===== config.mk =====
export PLATFORM = sky130hd
export DESIGN_NAME = input_debouncer
export DESIGN_NICKNAME = d
export VERILOG_FILES = /design/src/rtl/input_debouncer.sv
export SDC_FILE = /design/constraint.sdc
export NUM_CORES = 1
export LEC_CHECK = 0
export ABC_AREA = 1
export CORE_MARGIN = 2
export CORE_UTILIZATION = 55
export DETAILED_ROUTE_END_ITERATION = 8
export PLACE_DENSITY_LB_ADDON = 0.2
export SLEW_MARGIN = 5
export SYNTH_ARGS = -nofsm -noshare
export SYNTH_HDL_FRONTEND = slang
export SYNTH_SLANG_ARGS = --single-unit

===== constraint.sdc =====
create_clock -name clk -period 1.9 [get_ports clk]
set_input_delay 0.475 -clock clk [delete_from_list [all_inputs] [get_ports clk]]
set_output_delay 0.475 -clock clk [all_outputs]
set_load 0.05 [all_outputs]

===== src/rtl/input_debouncer.sv =====
// Per-channel input conditioning: synchroniser, consecutive-sample debounce FSM,
// clean level plus one-cycle rise/fall pulses and a registered OR of the rises.

module input_debouncer_lane #(
  parameter int SYNC_STAGES     = 2,
  parameter int DEBOUNCE_CYCLES = 4
) (
  input  logic clk,
  input  logic rst,
  input  logic raw,
  output logic level,
  output logic rise,
  output logic fall,
  output logic rise_nxt
);
  localparam int CW = $clog2(DEBOUNCE_CYCLES);
  localparam logic [CW-1:0] CNT_LAST = CW'(DEBOUNCE_CYCLES - 1);
  localparam logic [CW-1:0] CNT_ONE  = CW'(1);

  typedef enum logic [1:0] {STABLE_LOW, CHECK_HIGH, STABLE_HIGH, CHECK_LOW} state_t;

  logic [SYNC_STAGES-1:0] sync_q;
  logic                   s;
  state_t                 state, state_nxt;
  logic [CW-1:0]          cnt, cnt_nxt;
  logic                   level_nxt, fall_nxt;

  // Only the last synchroniser stage is allowed to reach the FSM.
  assign s = sync_q[SYNC_STAGES-1];

  always_ff @(posedge clk or negedge rst) begin
    if (!rst) begin
      sync_q <= '0;
      state  <= STABLE_LOW;
      cnt    <= '0;
      level  <= 1'b0;
      rise   <= 1'b0;
      fall   <= 1'b0;
    end else begin
      sync_q <= {sync_q[SYNC_STAGES-2:0], raw};
      state  <= state_nxt;
      cnt    <= cnt_nxt;
      level  <= level_nxt;
      rise   <= rise_nxt;
      fall   <= fall_nxt;
    end
  end

  always_comb begin
    state_nxt = state;
    cnt_nxt   = cnt;
    level_nxt = level;
    rise_nxt  = 1'b0;
    fall_nxt  = 1'b0;
    case (state)
      STABLE_LOW: begin
        if (s) begin
          state_nxt = CHECK_HIGH;
          cnt_nxt   = CNT_ONE;
        end else begin
          cnt_nxt   = '0;
        end
      end
      CHECK_HIGH: begin
        if (!s) begin
          state_nxt = STABLE_LOW;
          cnt_nxt   = '0;
        end else if (cnt == CNT_LAST) begin
          state_nxt = STABLE_HIGH;
          cnt_nxt   = '0;
          level_nxt = 1'b1;
          rise_nxt  = 1'b1;
        end else begin
          cnt_nxt   = cnt + CNT_ONE;
        end
      end
      STABLE_HIGH: begin
        if (!s) begin
          state_nxt = CHECK_LOW;
          cnt_nxt   = CNT_ONE;
        end else begin
          cnt_nxt   = '0;
        end
      end
      CHECK_LOW: begin
        if (s) begin
          state_nxt = STABLE_HIGH;
          cnt_nxt   = '0;
        end else if (cnt == CNT_LAST) begin
          state_nxt = STABLE_LOW;
          cnt_nxt   = '0;
          level_nxt = 1'b0;
          fall_nxt  = 1'b1;
        end else begin
          cnt_nxt   = cnt + CNT_ONE;
        end
      end
      default: begin
        state_nxt = STABLE_LOW;
        cnt_nxt   = '0;
        level_nxt = 1'b0;
      end
    endcase
  end
endmodule

module input_debouncer #(
  parameter int WIDTH           = 4,
  parameter int SYNC_STAGES     = 2,
  parameter int DEBOUNCE_CYCLES = 4
) (
  input  logic             clk,
  input  logic             rst,
  input  logic [WIDTH-1:0] raw_in,
  output logic [WIDTH-1:0] level,
  output logic [WIDTH-1:0] rise,
  output logic [WIDTH-1:0] fall,
  output logic             any_rise
);
  if (SYNC_STAGES < 2 || SYNC_STAGES > 4) begin : g_bad_sync
    $error("input_debouncer: SYNC_STAGES must be 2..4");
  end
  if (DEBOUNCE_CYCLES < 2 || DEBOUNCE_CYCLES > 65535) begin : g_bad_deb
    $error("input_debouncer: DEBOUNCE_CYCLES must be 2..65535");
  end

  logic [WIDTH-1:0] rise_nxt;

  input_debouncer_lane #(
    .SYNC_STAGES    (SYNC_STAGES),
    .DEBOUNCE_CYCLES(DEBOUNCE_CYCLES)
  ) u_lane [WIDTH-1:0] (
    .clk     (clk),
    .rst     (rst),
    .raw     (raw_in),
    .level   (level),
    .rise    (rise),
    .fall    (fall),
    .rise_nxt(rise_nxt)
  );

  // Built from the lanes' next-state pulses so it lines up with rise exactly.
  always_ff @(posedge clk or negedge rst) begin
    if (!rst) any_rise <= 1'b0;
    else      any_rise <= |rise_nxt;
  end
endmodule


After elaboration in Yosys (flattened, before gate mapping):

Index checks and enable logic that the tools add are counted.

* flip-flop bits (word level): 37
* latch bits: 0
* memory bits (writable): 0
* bits in read-only memories: 0
* memories kept: 0

* $add $sub $neg: 4
* multiply operators: 0
* divide/modulo/power cells: 0
* magnitude comparators: 0
* equality and inequality tests: 48
* shift operators: 0
* mux-type cells: 92
* bitwise operators: 0
* reduce and logical (&&, ||, !) cells: 17

Operators by type and width (number)
* $mux W2: 36
* $pmux W2 S4: 8
* $mux W1: 44
* $ne A2 B1 Y1 const B: 16
* $eq A2 B2 Y1 const B: 12
* $reduce_and A5 Y1: 4
* $ne A2 B2 Y1 const B: 8
* $reduce_and A4 Y1: 4
* $ne A3 B1 Y1 const B: 4
* $ne A3 B3 Y1 const B: 4
* $add A2 B1 Y2 const B: 4
* $eq A2 B1 Y1 const B: 4
* $logic_not A2 Y1: 4
* $pmux W1 S2: 4
* $reduce_bool A2 Y1: 4
* $reduce_or A4 Y1: 1

Longest topological paths before layout:

* depth after elaboration: 5
* gate-level depth with buffers: 7

Modules after synthesis:

A second synthesis with hierarchy kept.

* cells, all modules: 146
* area, all modules: 1453.9 um^2

Modules (own cells, without submodules)
* input_debouncer_lane (u_lane[2] ...): instances 2, cells an instance 33, area each 339.1 um^2
* input_debouncer_lane (u_lane[0]): instances 1, cells an instance 43, area each 397.9 um^2
* input_debouncer_lane (u_lane[1]): instances 1, cells an instance 33, area each 341.6 um^2
* input_debouncer: instances 1, cells an instance 4, area each 36.3 um^2

Worst setup path after synthesis:

OpenSTA, ideal clock, no wires.

* path type: reg2out
* from: reg any_rise
* to: out any_rise
* arrival time: 0.586 ns
* setup slack: 0.839 ns
* stages on the path, launching flop included: 1
* buffers on the path: 0
* path through: dfrtp_1

RTL lines
* from (decl): line 118 `output logic any_rise`
* from (signal assigned): line 145 `else any_rise <= |rise_nxt;`

No word-level cell between the ends.

Worst setup path after layout:

* from: reg u_lane[2].level
* to: out level[2]

RTL lines
* from (decl): line 11 `output logic level,`
* from (signal assigned): line 43 `level <= level_nxt;`
* to (decl): line 115 `output logic [WIDTH-1:0] level,`

No word-level cell between the ends.

==> results.yml <==
timing:
  relSlewSlack_pct: 70.43
  finalSetupViolCount: 0
  holdWs_ps: 355.6
  tns_ps: 0
  timing.fmax_mhz: 723.9
  final.setup_skew_ps: 6.260
  period_share_pct: 72.70
  fin_crit_ps: 1381
  rsz0062_at_grt: "false"
  worst_slew_pin_slew_ps: 443.6
  hold_violations: 0
  slew_viol_final: 0
route:
  wl_um: 1936
  firstDrtPassIters: 4
  drt_iter0_markers: 13
  dr_total_vias: 846
  wl_per_cell_um: 11.32
  final_antenna_net_count: 0
  vias_per_cell: 4.947
  drcViolationCount: 0
finish:
  drive_above_1_share_pct: 15.60
  multi_input_area_um2: 315.3
  fin_nets: 151
  regArea_um2: 925.9
  synthToLayoutAreaGrowth_pct: 11.24
  fillerInstances: 193
  diodes: 0
floorplanning:
  die_area_um2: 2970
  start_util_pct: 57.14
  core_um2: 2455
  die-width_um: 54.50
  rows: 18
  die_h_um: 54.50
  io_pins: 19
logic_synthesis:
  ys_warn_count: 0
  avgSynthCellArea_um2: 11.04
  netlist_top_cells_count: "dfrtp_1 (37), inv_1 (18), nand2_1 (18)"
  yosysMostFrequentCell: "dfrtp_1"
  syn_area_um2: 1403
  ys_ff_latch: 37
  syn_nets: 137
  yosys.area.top_type: "dfrtp_1"
  synth_edf_count: 0
  synth.top_cell.area_share_pct: 66.01
  postSynthCellCount: 127
  seq_area_frac_synth_pct: 66.01
  synth_ff_type: "dfrtp_1"
  synth_cell_types: 16
  async_reset_ff_share_pct: 100.0
  synth_area_leaders: "dfrtp_1 (66%), buf_4 (6.4%), inv_1 (4.8%)"
global_route:
  grt_pass1_wl_um: 3305
  grt_max_degree: 38
  antenna_found_initial: 0
  track_usage_pct: 16.73
  grt_pass1_vias: 767
  overflow: 0
critical_path:
  crit_arrival_ps: 910
  end_kind: "output port"
  cp_data_required_time_ps: 1420
  crit_path_max_incr_delay_ps: 390
  reg2reg_slack_ps: 800
  critPathCapture: "level[2]"
  startpoint: "u_lane[2].level$_DFFE_PN0P_"
  start_kind: "flop"
  rr_startpoint: "u_lane[2].cnt[0]$_DFF_PN0_"
  path_max_fanout: 2
  rr_endpoint: "u_lane[2].cnt[0]$_DFF_PN0_"
  r2r_cells: 4
  crit_slowest_cell: "dfrtp_1"
  critPathKind: "flop to output port"
  cp_num_buf_inv: 1
  cp_num_cells: 1
  cpLargestDelayFamily: "flip-flops"
  path_cells: "buf_4"
placement:
  gp_routability_congestion: 0.6852
  port_buffers: 18
  place_hpwl_um: 1415
clock_network:
  clk_path_buf_depth: 2
  clkTransAtPathRegs_ps: 100
  clock_latency_ps: 330
  cts_max_level: 2
  numCtsBuffers: 5
  post_cts_buffers: 0
  cts_sinks: 37
  cts_root_buf: "clkbuf_4"
  tritoncts: "yes"
  postCtsHoldBufs: 0
  post_cts_resized: 0
power:
  p_per_area_nw_per_um2: 1399
  max-vdd-ir-drop_uv: 953.6
  leakagePower_nw: 0.8506
status:
  run_status: "finished clean"
run:
  drv_cap: 0
worst_hold_path:
  hold_path_class: "flop to flop"
[report_power, final]
part,switching [mW],total (mW),internal [mW],leakage (nW)
combinational,0.423,0.646,0.224,0.348
sequential,0.135,1.13,0.998,0.471
clock,0.229,0.403,0.175,0.0314
total,0.786,2.18,1.40,0.851
[placed cells by master, fill, tap and decap left out, drive strengths merged]
cell,Yosys,routed
dfrtp,37,37
nand2,19,19
inv,19,19
buf,12,14
o21ai,10,10
nand3,8,8
nor2,7,7
clkbuf,0,7
clkdlybuf4s50,0,5
ha,4,4
xnor2,3,3
nor3,3,3
a211oi,2,2
a21oi,1,1
nand4,1,1
a21boi,1,1
[metrics by stage]
| step | cells | area (um2) | worst slack [ps] | power [mW] | utilization [%] |
|---|---|---|---|---|---|
| after global routing | 171 | 1560 | 470.4 | 2.350 | 63.56 |
| final | 171 | 1560 | 518.6 | 2.183 | 63.56 |
| after global placement | 164 | 1505 | 671.1 | 1.747 | 61.32 |
| after floorplan | 127 | 1403 | 839.1 | 1.652 | - |
| after CTS | 171 | 1560 | 500.1 | 2.206 | 63.56 |
| after detailed placement | 164 | 1505 | 652.4 | 1.798 | 61.32 |
[worst min path at each step]
stage                                              from                             to  slack, ps  cells past startpoint
final                     u_lane[1].sync_q[0]$_DFF_PN0_  u_lane[1].sync_q[1]$_DFF_PN0_        360                      0
after global routing      u_lane[2].sync_q[0]$_DFF_PN0_  u_lane[2].sync_q[1]$_DFF_PN0_        370                      0
after CTS                 u_lane[1].sync_q[0]$_DFF_PN0_  u_lane[1].sync_q[1]$_DFF_PN0_        360                      0
after detailed placement  u_lane[1].sync_q[0]$_DFF_PN0_  u_lane[1].sync_q[1]$_DFF_PN0_        340                      0
after global placement    u_lane[0].sync_q[0]$_DFF_PN0_  u_lane[0].sync_q[1]$_DFF_PN0_        330                      0
after floorplan                                     rst                      async pin        180                      0
[layer usage]
| layer | vias up | global-route usage, % | share of wire [%] |
|---|---|---|---|
| li1 | 415 | - | - |
| met2 | 23 | 23.29 | 49 |
| met3 | 2 | 6.011 | 5.2 |
| met5 | - | 0 | 0 |
| met1 | 406 | 22.04 | 45 |
| met4 | 0 | 10.83 | 1.2 |
[cell families after synthesis]
group,after synthesis,synth area share [%]
XOR/XNOR,3,1.874
AO/OA/AOI/OAI,14,5.530
flip-flops,37,66.01
buffers and inverters,31,11.51
adder cells (fa/ha/maj),4,3.568
AND/OR/NAND/NOR,38,11.51
[final cells by class]
cell class,instances,area share [%]
timing repair buffer,19,9.944
multi-input combinational,59,20.21
tap,30,2.406
sequential,37,59.34
inverter,19,4.571
clock buffer,7,3.528
Power figures use the tool's default switching activity.
